$ cat config.mk
export PLATFORM = sky130hd
export DESIGN_NAME = mul_div_unit
export DESIGN_NICKNAME = d
export VERILOG_FILES = /design/src/rtl/mul_div_unit.sv
export SDC_FILE = /design/constraint.sdc
export NUM_CORES = 1
export LEC_CHECK = 0
export CAP_MARGIN = 20
export CORE_AREA = 5 5 238 217
export DETAILED_ROUTE_END_ITERATION = 16
export DIE_AREA = 0 0 243 222
export PLACE_DENSITY = 0.47
export SLEW_MARGIN = 30
export SYNTH_ARGS = -nofsm -noshare
export SYNTH_HDL_FRONTEND = slang
export SYNTH_SLANG_ARGS = --single-unit
$ cat constraint.sdc
create_clock -name clk_i -period 8.5 [get_ports clk_i]
set_input_delay 0.85 -clock clk_i [delete_from_list [all_inputs] [get_ports clk_i]]
set_output_delay 0.85 -clock clk_i [all_outputs]
set_load 0.1 [all_outputs]
$ cat src/rtl/mul_div_unit.sv
// mul_div_unit: iterative radix-2 multiply/divide unit with valid/ready handshake and flush
module mul_div_unit #(
    parameter int XLEN = 32
) (
    input  logic            clk_i,
    input  logic            rst_ni,
    input  logic            valid_i,
    output logic            ready_o,
    input  logic [2:0]      f_i,
    input  logic [XLEN-1:0] op1_i,
    input  logic [XLEN-1:0] op2_i,
    input  logic            flush_i,
    output logic            valid_o,
    input  logic            ready_i,
    output logic [XLEN-1:0] result_o
);
    localparam int CW = $clog2(XLEN);
    typedef enum logic [1:0] {IDLE, CALC, DONE} state_t;
    state_t          state;
    logic [CW-1:0]   cnt;
    logic [2:0]      f;
    logic            neg_q, neg_r;
    logic [XLEN-1:0] a;
    logic [2*XLEN:0] p, p_nxt;
    logic            s1, s2, n1, n2, div0, ovf, accept, ge;
    logic [XLEN-1:0] m1, m2, early, q, r, fin;
    logic [XLEN:0]   hi_add, dh, hi_sub;
    logic [2*XLEN-1:0] prod;
    // request decode: operand signedness, magnitudes and the single-cycle special cases
    always_comb begin
        s1     = ~(f_i[0] & (f_i[1] | f_i[2]));
        s2     = s1 & (f_i != 3'd2);
        n1     = s1 & op1_i[XLEN-1];
        n2     = s2 & op2_i[XLEN-1];
        m1     = n1 ? -op1_i : op1_i;
        m2     = n2 ? -op2_i : op2_i;
        div0   = f_i[2] & (op2_i == '0);
        ovf    = f_i[2] & ~f_i[0] & (op1_i == {1'b1, {(XLEN-1){1'b0}}}) & (&op2_i);
        early  = div0 ? (f_i[1] ? op1_i : '1) : (f_i[1] ? '0 : op1_i);
        accept = valid_i & ready_o & ~flush_i;
    end
    // one shift-add or restoring-divide step on p, plus the sign-corrected final result
    always_comb begin
        hi_add = p[0] ? p[2*XLEN:XLEN] + {1'b0, a} : p[2*XLEN:XLEN];
        dh     = p[2*XLEN-1:XLEN-1];
        ge     = dh >= {1'b0, a};
        hi_sub = dh - {1'b0, a};
        p_nxt  = f[2] ? {ge ? hi_sub : dh, p[XLEN-2:0], ge} : {1'b0, hi_add, p[XLEN-1:1]};
        prod   = neg_q ? -p_nxt[2*XLEN-1:0] : p_nxt[2*XLEN-1:0];
        q      = neg_q ? -p_nxt[XLEN-1:0] : p_nxt[XLEN-1:0];
        r      = neg_r ? -p_nxt[2*XLEN-1:XLEN] : p_nxt[2*XLEN-1:XLEN];
        fin    = f[2] ? (f[1] ? r : q) : (f[1:0] == 2'd0 ? prod[XLEN-1:0] : prod[2*XLEN-1:XLEN]);
    end
    // control FSM with datapath registers and registered handshake/result outputs
    always_ff @(posedge clk_i or negedge rst_ni) begin
        if (!rst_ni) begin
            state    <= IDLE;
            cnt      <= '0;
            f        <= '0;
            neg_q    <= 1'b0;
            neg_r    <= 1'b0;
            a        <= '0;
            p        <= '0;
            ready_o  <= 1'b1;
            valid_o  <= 1'b0;
            result_o <= '0;
        end else begin
            case (state)
                IDLE: if (accept) begin
                    f       <= f_i;
                    neg_q   <= n1 ^ n2;
                    neg_r   <= n1;
                    a       <= f_i[2] ? m2 : m1;
                    p       <= {{(XLEN+1){1'b0}}, f_i[2] ? m1 : m2};
                    cnt     <= '0;
                    ready_o <= 1'b0;
                    if (div0 | ovf) begin
                        state    <= DONE;
                        valid_o  <= 1'b1;
                        result_o <= early;
                    end else begin
                        state <= CALC;
                    end
                end
                CALC: if (flush_i) begin
                    state   <= IDLE;
                    ready_o <= 1'b1;
                end else begin
                    p   <= p_nxt;
                    cnt <= cnt + 1'b1;
                    if (cnt == CW'(XLEN-1)) begin
                        state    <= DONE;
                        valid_o  <= 1'b1;
                        result_o <= fin;
                    end
                end
                DONE: if (flush_i | ready_i) begin
                    state    <= IDLE;
                    ready_o  <= 1'b1;
                    valid_o  <= 1'b0;
                    result_o <= '0;
                end
                default: state <= IDLE;
            endcase
        end
    end
endmodule

### Word level (Yosys, flattened, before mapping)

Index checks and enable logic that the tools add are counted.

| storage, ports and cells | value |
|---|---|
| flip-flop bits (word level) | 143 |
| bits of input ports | 72 |

| operators by class | value |
|---|---|
| add/sub/neg operators | 8 |
| $lt $le $gt $ge | 1 |
| equality and inequality tests | 12 |
| multiplexer cells | 44 |
| bitwise operators | 17 |
| reduce and logical (&&, ||, !) cells | 11 |

Operator list:

| cell | count |
|---|---|
| 2-to-1 mux 32 bit | 17 |
| 2-to-1 mux 65 bit | 3 |
| one-hot mux 65 bit (2 select lines) | 1 |
| negator 32 bit | 4 |
| one-hot mux 32 bit (3 select lines) | 1 |
| 2-to-1 mux 33 bit | 2 |
| 2-to-1 mux 64 bit | 1 |
| negator 64 bit | 1 |
| adder 33 x 32 -> 33 bit | 1 |
| greater-or-equal comparator 33 x 32 -> 1 bit | 1 |
| subtractor 33 x 32 -> 33 bit | 1 |
| == test 32 bit (second input constant) | 1 |
| zero test 32 bit | 1 |
| AND reduction 32 bit | 1 |
| inequality test 2 bit (second input constant) | 6 |
| bitwise AND 1 bit | 10 |
| 2-to-1 mux 2 bit | 5 |
| 2-to-1 mux 5 bit | 2 |
| one-hot mux 5 bit (2 select lines) | 1 |
| 2-to-1 mux 1 bit | 8 |
| one-hot mux 1 bit (3 select lines) | 2 |
| one-hot mux 2 bit (3 select lines) | 1 |
| AND reduction 3 bit | 2 |
| AND reduction 6 bit | 1 |
| 14 further kinds | 19 |

### Depth between registers and ports, before layout

Gate-level depths: netlist of run 1.

| logic depth | value |
|---|---|
| depth in word-level cells | 10 |
| gate-level depth with buffers | 23 |

### Worst setup path before layout of run 1

Ideal clock, no wire load.

| path | value |
|---|---|
| path type | register to register |
| from | register p[61] |
| to | register result_o[20] |
| setup time | 0.126 ns |
| arrival | 4.990 ns |
| required time | 8.374 ns |
| path slack | 3.384 ns |
| stages on the path, launching flop included | 22 |
| path buffers | 3 |
| clock period less this slack | 5.116 ns |
| path through | dfrtp_1 ha_1 a21o_1 a211o_1 a41oi_1 o41a_1 buf_2 clkbuf_1 a41o_1 ha_1 o21ai_0 nor3_1 nand2b_1 or2_2 nor2_1 nand4_1 or4b_1 buf_2 o41ai_2 xor2_1 nand2_1 a221o_1 |

| on the way | value |
|---|---|
| cells in the longest elaborated chain, start to end | 10 |
| elaborated cells on any way between the ends | 15 |
| classes of those cells | add/sub: 3; order compare: 1; mux: 11 |

RTL lines:

| what | line | text |
|---|---|---|
| from (decl) | 24 | `logic [2*XLEN:0] p, p_nxt;` |
| from (signal assigned) | 74 | `p <= {{(XLEN+1){1'b0}}, f_i[2] ? m1 : m2};` |
| from (signal assigned) | 89 | `p <= p_nxt;` |
| greater-or-equal comparator 33 x 32 -> 1 bit (*) | 46 | `ge = dh >= {1'b0, a};` |
| 2-to-1 mux 33 bit | 48 | `p_nxt = f[2] ? {ge ? hi_sub : dh, p[XLEN-2:0], ge} : {1'b0, hi_add, p[XLEN-1:1]};` |
| 2-to-1 mux 65 bit (*) | 48 |  |
| negator 64 bit / negator 32 bit (equally long branches) | 49, 51 |  |
| 2-to-1 mux 64 bit / 2-to-1 mux 32 bit (equally long branches) | 49, 51 |  |
| 2-to-1 mux 32 bit | 52 | `fin = f[2] ? (f[1] ? r : q) : (f[1:0] == 2'd0 ? prod[XLEN-1:0] : prod[2*XLEN-1:XLEN]);` |
| 2-to-1 mux 32 bit (*) | 52 |  |
| 2-to-1 mux 32 bit (*) | 91 | `if (cnt == CW'(XLEN-1)) begin` |
| 2-to-1 mux 32 bit (*) | 85 | `CALC: if (flush_i) begin` |
| one-hot mux 32 bit (3 select lines) (*) | 68 | `case (state)` |
| to (signal assigned) | 80 | `result_o <= early;` |
| to (signal assigned) | 94 | `result_o <= fin;` |
| to (decl) | 15 | `output logic [XLEN-1:0] result_o` |

Mark *: on every way between the ends. The rest lies on a longest branch, timed or not. The select of a mux whose other input is x is not followed.
A chain may end at the register's enable or synchronous reset.

### Worst setup path after layout of run 1

| path | value |
|---|---|
| from | register a[1] |
| to | register result_o[20] |

| on the way | value |
|---|---|
| cells in the longest elaborated chain, start to end | 10 |
| elaborated cells on any way between the ends | 18 |
| classes of those cells | add/sub: 5; order compare: 1; mux: 12 |

RTL lines:

| what | line | text |
|---|---|---|
| from (decl) | 23 | `logic [XLEN-1:0] a;` |
| from (signal assigned) | 73 | `a <= f_i[2] ? m2 : m1;` |
| adder 33 x 32 -> 33 bit (tied with other cells) | 44 | `hi_add = p[0] ? p[2*XLEN:XLEN] + {1'b0, a} : p[2*XLEN:XLEN];` |
| 2-to-1 mux 33 bit (on tied branches) | 44, 48 |  |
| 2-to-1 mux 65 bit (*) | 48 |  |
| negator 64 bit / negator 32 bit (equally long branches) | 49, 51 |  |
| 2-to-1 mux 64 bit / 2-to-1 mux 32 bit (equally long branches) | 49, 51 |  |
| 2-to-1 mux 32 bit | 52 |  |
| 2-to-1 mux 32 bit (*) | 52 |  |
| 2-to-1 mux 32 bit (*) | 91 |  |
| 2-to-1 mux 32 bit (*) | 85 |  |
| one-hot mux 32 bit (3 select lines) (*) | 68 |  |

Marked as above.

==> flow_summary_export.csv, run 1 <==
group,metric,value,unit
outcome,status,"completed",
floorplanning,die_area,53900,sq um
timing,hold_ws,391,ps
drt,drt_wl_total,79700,um
critical_path,cp.required,8880,ps
placement,port-buffer-count,105,
layout,nNetsFinal,2483,
timing,finClkSkew,11.3,ps
layout,final_cells,2979,
synthesis,async_flop_share,100,%
layout,diodes,0,
critical_path,rr_endpoint,"result_o[20]",
critical_path,r2r_cells,20,
synthesis,avgSynthCellArea,7.23,sq um
synthesis,netlist_area,16800,sq um
clock_tree,postCtsHoldBufs,0,
clock_tree,cts_tree,"done",
floorplanning,coreArea,48700,sq um
layout,area.sequential,3580,sq um
clock_tree,cts_setup_buffers,0,
timing,fin_setup_tns,0,ps
placement,placed_cells,2947,
grt,grt_antenna_before_repair,1,
clock_tree,numCtsBuffers,17,
drt,detail_route.wl_per_cell,26.8,um
synthesis,ys_types,92,
synthesis,syn_nets,2479,
placement,gp_congestion,0.974,
timing,hold_viol,0,
floorplanning,die_x,243,um
synthesis,ys.warnings.count,0,
timing,worst_pin_slew,1060,ps
layout,mostFrequentLayoutCell,"nand2_1",
synthesis,synth_ff_type,"dfrtp_1",
clock_tree,cts_resized,0,
timing,drv_slew,0,
floorplanning,pin_count,106,
floorplanning,die_h,222,um
placement,postPlaceCellArea,18400,sq um
drt,ant_nets,0,
grt,grt_first_pass_wirelength,119000,um
drt,num_vias,18846,
flow_run,drv_cap,0,
layout,multi_input_area,12500,sq um
critical_path,worstPathMaxFanout,18,
layout,synthToLayoutAreaGrowth,12.7,%
clock_tree,root_buffer,"clkbuf_16",
clock_tree,cts.path.max_buffers,2,
synthesis,synth-edff-count,0,
layout,fillers,5133,
clock_tree,path_clk_slew,70,ps
layout,finalInstanceArea,19000,sq um
synthesis,syn_inst,2330,
layout,drive_gt1_share,5.50,%
critical_path,arrival,6590,ps
timing,setup_viol,0,
drt,drtIter0Drc,1995,
placement,hpwl,62100,um
critical_path,rrSetupSlack,2290,ps
critical_path,worstSetupPathType,"register to register",
worst_hold_path,hp-class,"input port to asynchronous set/reset pin",
synthesis,seq_area_frac_synth,21.3,%
critical_path,cp-start-kind,"register",
drt,drc,0,
clock_tree,clkLatencyLatePin,500,ps
floorplanning,start_util,34.5,%
timing,min_period,6210,ps
grt,grt_overflow,0,
drt,via_per_inst,6.33,
clock_tree,cts_max_level,4,
drt,dr.pass1.iters,6,
grt,grt_use_total,28.8,%
timing,fin_crit_sh,73.0,%
floorplanning,fp-row-count,77,
clock_tree,clock_sinks,143,
layout,layout_common_cells,"nand2_1, nor2_1, a21oi_1, o21ai_0, dfrtp_1",
timing,rsz0062_at_grt,"false",
critical_path,crit_path_end_kind,"register",
timing,fmax,161,MHz
synthesis,ys_ff_latch,143,
timing,max-slew-margin-rel,28.7,%
grt,grt_max_degree,104,
grt,grt_pass1_vias,17560,
critical_path,rr_startpoint,"a[1]",
[registers in the layout (all words and copies together) (netlist names)]
| name | count |
|---|---|
| p | 65 |
| a | 32 |
| result_o | 32 |
| cnt | 5 |
| f | 3 |
| state | 2 |
| neg_q | 1 |
| neg_r | 1 |
| ready_o | 1 |
| valid_o | 1 |
[cell families (layout without fill, tap and decap cells)]
| group | Yosys count | in the layout | share of synthesized area, % |
|---|---|---|---|
| AO/OA/AOI/OAI | 813 | 813 | 31.6 |
| AND/OR/NAND/NOR | 849 | 849 | 24.0 |
| buffers and inverters | 220 | 237 | 5.09 |
| flip-flops | 143 | 143 | 21.3 |
| multiplexers | 51 | 51 | 3.08 |
| XOR/XNOR | 176 | 176 | 9.15 |
| adder cells (fa/ha/maj) | 78 | 78 | 5.87 |
[synthesized netlist by cell type (36+ instances only)]
library cell	number	area (sq um)
inv_1	60	225
a21oi_1	224	1120
mux2i_1	45	450
o21ai_0	208	1040
xor2_1	82	718
nand2_1	261	980
nand4_1	47	294
xnor2_1	94	823
nor2_1	245	920
dfrtp_1	142	3550
ha_1	75	938
nor3_1	67	335
nand3_1	36	180
a211oi_1	45	338
clkbuf_1	118	443
[worst max path at each step]
stage,end,start,depth (start not counted)
after floorplan,result_o[20],p[61],21
after global placement,result_o[20],a[30],15
after detailed placement,result_o[20],a[30],15
after CTS,result_o[20],a[30],15
after global routing,result_o[20],a[1],20
final,result_o[20],a[1],20
[per-layer routing]
layer	routed length (um)	vias up	GRT usage (%)
met5	0	-	0
met4	2890	0	10.3
met3	5860	139	4.52
met2	34500	858	43.3
met1	36400	9208	41.8
li1	-	8641	-
[final cells by class]
class	count	area share (%)
repair buffers	141	6.92
flip-flops and latches	143	18.9
multi-input cells	1967	65.7
well taps	632	4.17
inverters	64	1.27
clock buffers	19	2.39
clock inverters	13	0.672
[metrics by stage]
stage | setup WS (ps) | utilization (%)
4_1_cts | 2100 | 38.9
3_5_place_dp | 2140 | 37.7
3_3_place_gp | 2300 | 37.7
2_1_floorplan | 3380 | -
6_report | 2290 | 38.9
5_1_grt | 1950 | 38.9
[critical path, cell delays in order (launching register included)]
cell and delay, ps:
dfrtp_1 420, inv_1 140, ha_1 440, nor2b_1 180
o2111ai_1 470, a211o_1 320, a311o_1 190, buf_4 290
a41o_1 330, ha_1 190, o21ai_0 140, nor3_1 340
nand2b_1 170, or2_2 340, nor2_1 230, nand4_1 160
or4b_1 730, o41ai_2 370, xor2_1 190, nand2_1 80
a221o_1 350
Power of run 1 is not shown: default switching activity piles up to over one toggle a cycle in this logic, so the estimate is an artifact.
==> run 2: changes to the inputs <==
clock period = 5.84 ns   (was 8.5 ns; I/O delays follow)
==> run 2 against run 1 <==
  * Worst hold slack got worse by 330 ps
  * Register-to-register slack got worse by 2100 ps
  * Design area rose by 1.5%
  * Clock-buffer cell count did not move
  * Critical path type unchanged
  * Global-route usage barely moved
  * Final cell count rose by 1.5%
==> flow_summary_export.csv, run 2 (same netlist as run 1, synthesis figures left out) <==
group,metric,value,unit
floorplanning,fp-row-count,77,
drt,drt_wl_total,80400,um
timing,rsz0062_at_grt,"false",
timing,min_period,5660,ps
critical_path,arrival,6030,ps
layout,mostFrequentLayoutCell,"nand2_1",
grt,grt_overflow,0,
placement,port-buffer-count,105,
floorplanning,die_x,243,um
floorplanning,die_h,222,um
clock_tree,postCtsHoldBufs,0,
critical_path,rrSetupSlack,180,ps
layout,top_register,"p",
floorplanning,die_area,53900,sq um
critical_path,rr_startpoint,"p[47]",
flow_run,drv_cap,0,
layout,nNetsFinal,2528,
critical_path,cp-start-kind,"register",
timing,fmax,177,MHz
layout,largest_reg_flops,65,
drt,ant_nets,0,
clock_tree,clkLatencyLatePin,500,ps
floorplanning,pin_count,106,
clock_tree,root_buffer,"clkbuf_16",
grt,grt_antenna_before_repair,2,
critical_path,worstSetupPathType,"register to register",
timing,fin_crit_sh,96.9,%
clock_tree,numCtsBuffers,17,
timing,hold_viol,0,
critical_path,crit_path_end_kind,"register",
clock_tree,cts_tree,"done",
layout,synthToLayoutAreaGrowth,14.4,%
floorplanning,coreArea,48700,sq um
drt,drtIter0Drc,1894,
timing,fin_setup_tns,0,ps
layout,reg.largest.list,"p x65, a x32, result_o x32",
grt,grt_use_total,28.8,%
clock_tree,cts.path.max_buffers,2,
grt,grt_max_degree,103,
grt,grt_first_pass_wirelength,118000,um
worst_hold_path,hp-class,"input port to asynchronous set/reset pin",
grt,grt_pass1_vias,17216,
timing,max-slew-margin-rel,26.9,%
drt,via_per_inst,6.20,
timing,drv_slew,0,
drt,num_vias,18759,
timing,setup_viol,0,
critical_path,r2r_cells,15,
drt,drc,0,
layout,layout_common_cells,"nand2_1, nor2_1, a21oi_1, o21ai_0, dfrtp_1",
outcome,status,"completed",
layout,drive_gt1_share,7.15,%
critical_path,rr_endpoint,"result_o[24]",
placement,gp_congestion,0.934,
floorplanning,start_util,34.5,%
timing,finClkSkew,19.1,ps
timing,worst_pin_slew,1090,ps
drt,dr.pass1.iters,6,
critical_path,worstPathMaxFanout,15,
drt,detail_route.wl_per_cell,26.6,um
placement,hpwl,64100,um
clock_tree,path_clk_slew,60,ps
critical_path,cp.required,6210,ps
layout,fin_util,39.5,%
clock_tree,cts_max_level,4,
clock_tree,clock_sinks,143,
-- run 2: timing repair --
action / 4_1_cts / 5_1_grt
buffers inserted: 0 / 1
gates resized for setup: 0 / 3
hold endpoints to repair: 0 / 0
setup endpoints to repair: 0 / 12
-- run 2: cell type report --
type | count | area [sq um]
well taps | 632 | 791
repair buffers | 186 | 1670
clock buffers | 19 | 433
multi-input cells | 1967 | 12400
flip-flops and latches | 143 | 3580
diodes | 1 | 2.50
inverters | 64 | 240
fillers | 5203 | 29500
clock inverters | 13 | 90.1
-- run 2: worst max-delay path, stage by stage, from the launching register on --
cell,delay (ps)
dfrtp_1,450
ha_1,540
nand4_1,290
nor4_1,470
nand4_1,260
o41a_1,430
buf_4,240
a41oi_1,220
a21boi_0,470
o32ai_1,350
nor4_4,370
or4b_1,530
o311ai_0,330
o41ai_1,170
a211oi_1,330
o21ai_1,90
-- run 2: routing by layer --
metal / track usage (%) / up-vias / wire length [um]
li1: - / 8725 / -
met2: 43.5 / 759 / 34900
met3: 5.41 / 105 / 5990
met5: 0 / - / 0
met4: 8.25 / 0 / 2180
met1: 41.9 / 9170 / 37300
-- run 2: worst max-delay path by stage --
stage	start	to
5_1_grt	p[49]	result_o[20]
2_1_floorplan	p[61]	result_o[20]
3_3_place_gp	p[60]	result_o[24]
4_1_cts	p[47]	result_o[24]
3_5_place_dp	p[47]	result_o[24]
6_report	p[47]	result_o[24]
-- run 2: stage by stage --
step                      std cells  setup slack, ps  instance area [sq um]  hold WS (ps)
after floorplan                2330              724                  16800           288
after global placement         2990              124                  18700           465
after detailed placement       2990              172                  18700           470
after CTS                      3022              149                  19200          85.1
after global routing           3024             7.67                  19300           118
final                          3025              180                  19300          66.0
Power of run 2 is left out for the same reason.
==> patch 1 (flow settings as in run 2) <==
Make the reset (`rst_ni`) synchronous in one clocked block.
--- a/src/rtl/mul_div_unit.sv
+++ b/src/rtl/mul_div_unit.sv
@@ -54,3 +54,3 @@
     // control FSM with datapath registers and registered handshake/result outputs
-    always_ff @(posedge clk_i or negedge rst_ni) begin
+    always_ff @(posedge clk_i) begin
         if (!rst_ni) begin
Formal check against the unedited RTL: differs if rst_ni is asserted again (counterexample within 4 cycles, from zero or initial values and one cycle with rst_ni low); with rst_ni held inactive, the same outputs for 4 cycles.
==> patch 1 against run 2 <==
Area after synthesis is 0.78% lower; sequential cell count unchanged; cell count increased by 2.1%; setup slack better by 0.068 ns; hold slack gained 0.41 ns; count of clock-buffer cells in the layout did not move; design area is 0.76% lower; routed wire length grew 4.5%; critical endpoint is now result_o[31].
==> patch 1: results (changes against run 2) <==
| Metric | Value |
|---|---|
| Source of the critical timing path | `a[29]` |
| Gate count after technology mapping | `2,410 (+3.4%)` |
| Via total after detailed routing | `19,598 (+4.5%)` |
| Headroom to the max-slew limit | `0.321 (+0.0520)` |
| Number of levels the H-tree was split into | `4 (unchanged)` |
| Capture point of the worst reg-to-reg path | `result_o[31]` |
| Post-synth cell types | `97 (+5.4%)` |
| Maximum number of pins on one net before global-route repair | `70 (-32%)` |
| Routed metal-1 wirelength | `38,200 µm (+2.2%)` |
| Wire length on met3 | `7120 µm (+19%)` |
| Shortest clock period the worst path allows after layout | `5.59 ns (-0.0685 ns)` |
| Xor and xnor fraction of the mapped netlist area | `0.0923 (+0.000720)` |
| Met2 capacity usage during global routing | `0.455 (+0.0204)` |
| Initial detailed-routing violation count | `2,219 (+17%)` |
| Setup WS pre-CTS | `0.377 ns (+0.204 ns)` |
| Adder and majority cell fraction of the synthesized area | `0.0621 (+0.00346)` |
| Post-Syn Nets | `2,559 (+3.2%)` |
| Final HPWL DP | `66,600 µm (+3.9%)` |
| Met3 usage | `0.0614 (+0.00723)` |
| Capture point of the critical path | `result_o[31]` |
| Proportion of synthesized area in mux cells | `0.0311 (+0.000392)` |
| Path class of the lowest-slack min-delay path | `register to register` |
| Slowest cell delay on critical path | `0.59 ns (+0.05 ns)` |
| Predominant post-synthesis flop cell | `dfxtp_1` |
| Async set-or-reset flop fraction in the synthesized netlist | `0 (-1.00)` |
| Dominant cells by area after synthesis | `dfxtp_1 (17%), a21oi_1 (7.1%), nor2_1 (6.1%)` |
| Clk_skew | `0.0144 ns (-0.00472 ns)` |
| Cell with the largest stage delay on the worst path | `or4_1` |
| Share of layout cells above drive strength 1 | `0.0801 (+0.00866)` |
| Reg2reg path depth | `14 (-1)` |
| Via count of the first global-routing pass | `17,881 (+3.9%)` |
| Number of antenna diodes | `0 (-1)` |
| Leading cell types by count after synthesis | `nor2_1 (270), a21oi_1 (237), nand2_1 (224), o21ai_0 (173), dfxtp_1 (143)` |
| Placement Cell Area | `18,500 µm² (-0.90%)` |
| R2R Setup Slk | `0.25 ns (+0.07 ns)` |
| Run status | `completed` |
| Antenna violations before repair | `6 (+4)` |
| Highest metal used | `met5` |
| Overall routed net length | `84,100 µm (+4.5%)` |
| Arrival time at the worst endpoint | `5.91 ns (-0.12 ns)` |
| Gate family responsible for the most delay along the worst path | `simple AND/OR/NAND/NOR gates` |
| Total track usage | `0.298 (+0.0101)` |
==> patch 1: cell count changes in the layout (fill, tap and decap cells not counted), sizes merged, moves of 22 or more <==
cell    delta
dfrtp    -142
dfxtp    +143
a22o      -28
o211ai    +46
o21ai     -32
inv       +22
a22oi     +25
nand2     -37
nor2      +26
==> patch 1: cell type report <==
cell class | count | area (µm²)
flip-flops and latches | 143 | 2870
clock inverters | 13 | 104
clock buffers | 19 | 453
inverters | 84 | 318
multi-input cells | 2010 | 12900
fillers | 5173 | 29600
well taps | 632 | 791
repair buffers | 189 | 1670
==> patch 1: through the flow <==
stage / util / hold WS [ns]
final: 0.392 / 0.480
after global routing: 0.392 / 0.504
after CTS: 0.392 / 0.477
after detailed placement: 0.380 / 0.468
after global placement: 0.380 / 0.461
after floorplan: - / 0.449
==> patch 1: repair_timing <==
item,4_1_cts,5_1_grt
setup endpoints to repair,0,1
gates resized for setup,0,1
hold endpoints to repair,0,0
==> patch 2 (flow settings as in run 2) <==
Without the edit above. `XLEN`: 32 -> 16.
--- a/src/rtl/mul_div_unit.sv
+++ b/src/rtl/mul_div_unit.sv
@@ -2,3 +2,3 @@
 module mul_div_unit #(
-    parameter int XLEN = 32
+    parameter int XLEN = 16
 ) (
Ports: changed (resized op1_i, op2_i and result_o); port bits go from 106 to 58. No check against the original RTL was run, so the function may have changed too.
==> patch 2 against run 2 <==
Non-clock buffer count decreased by 118; clock skew decreased by 0.010 ns; design area decreased by 48%; hold slack improved by 0.076 ns; critical path depth increased by 1; core utilization decreased by 19 points; sequential share of layout area increased by 1.0 points; area after synthesis decreased by 50%; sequential cell count decreased by 65; routed wire length decreased by 60%; first-iteration DRC count decreased by 64%; setup slack improved by 1.3 ns; highest routed layer is now met5.
Power is left out: it rests on default switching activity, and per cell area and clock period it moved more than threefold.
==> patch 2: results (changes against run 2) <==
| Metric | Value |
|---|---|
| Dominant cells by area after synthesis | `dfrtp_1 (23%), a21oi_1 (6.3%), ha_1 (6.2%)` |
| Final HPWL DP | `25,500 µm (-60%)` |
| Sequential fraction of the synthesis area | `0.230 (+0.0179)` |
| Cts bufs inserted | `9 (-8)` |
| Cell with the largest stage delay on the worst path | `dfrtp_1` |
| Compound-cell area share of the yosys netlist | `0.291 (-0.0246)` |
| Slowest cell delay on critical path | `0.44 ns (-0.10 ns)` |
| Routability congestion estimate from global placement | `0.904 (-3.2%)` |
| Clk_skew | `0.00869 ns (-0.0104 ns)` |
| Count of filler cells inserted in the layout | `5,529 (+6.3%)` |
| Overall routed net length | `32,400 µm (-60%)` |
| Number of levels the H-tree was split into | `3 (-1)` |
| Proportion of synthesized area in mux cells | `0.0434 (+0.0126)` |
| Run status | `completed` |
| Number of input and output port buffers inserted | `57 (-46%)` |
| Via total after detailed routing | `8,581 (-54%)` |
| First-pass GRT wire length | `50,400 µm (-57%)` |
| Share of layout cells above drive strength 1 | `0.0595 (-0.0120)` |
| Slew at the pin with the worst max-slew slack | `1.01 ns (-0.0832 ns)` |
| Adder and majority cell fraction of the synthesized area | `0.0703 (+0.0116)` |
| Via count of the first global-routing pass | `8,181 (-52%)` |
| Post-Syn Nets | `1,222 (-51%)` |
| Xor and xnor fraction of the mapped netlist area | `0.0940 (+0.00251)` |
| Leading cell types by count after synthesis | `nand2_1 (128), nor2_1 (126), a21oi_1 (107), o21ai_0 (87), dfrtp_1 (77)` |
| Number of antenna diodes | `0 (-1)` |
patch 2: kinds of logic after synthesis:
kind of cell / count (synthesis)
compound gates: 379
xor+xnor: 91
fa+ha+maj: 47
buf+inv: 107
flops: 78
mux: 36
simple gates: 400
patch 2: final timing paths:
check                       startpoint            to  slack (ns)  cells past startpoint
max                              a[14]  result_o[14]        1.45                     16
min                             rst_ni         p[28]        0.14                      1
max reg2reg                      a[14]  result_o[14]        1.45                     16
min reg2reg                result_o[4]   result_o[4]        0.48                      2
max in group asynchronous       rst_ni          f[2]        4.56                      2
min in group clk_i         result_o[4]   result_o[4]        0.48                      2
patch 2: per-layer routing:
layer,track usage,up-vias,wire length (µm)
li1,-,4167,-
met1,0.174,4167,16200
met2,0.184,225,14500
met3,0.0127,20,1480
met4,0.0181,2,290
met5,0,-,7
patch 2: through the flow:
stage / worst slack [ns] / area (µm²) / instances / utilization / hold slack, ns
after floorplan: 2.24 / 8480 / 1138 / - / 0.288
after global placement: 1.55 / 9660 / 1775 / 0.198 / 0.466
after detailed placement: 1.47 / 9660 / 1775 / 0.198 / 0.475
after CTS: 1.50 / 9950 / 1791 / 0.204 / 0.150
after global routing: 1.21 / 9950 / 1791 / 0.204 / 0.166
final: 1.45 / 9950 / 1791 / 0.204 / 0.142
patch 2: layout make-up:
type / count / area share
Multi-Input combinational cell: 953 / 0.613
Sequential cell: 78 / 0.196
Tap cell: 632 / 0.0794
Timing Repair Buffer: 68 / 0.0649
Clock buffer: 10 / 0.0230
Inverter: 44 / 0.0166
Clock inverter: 6 / 0.00629
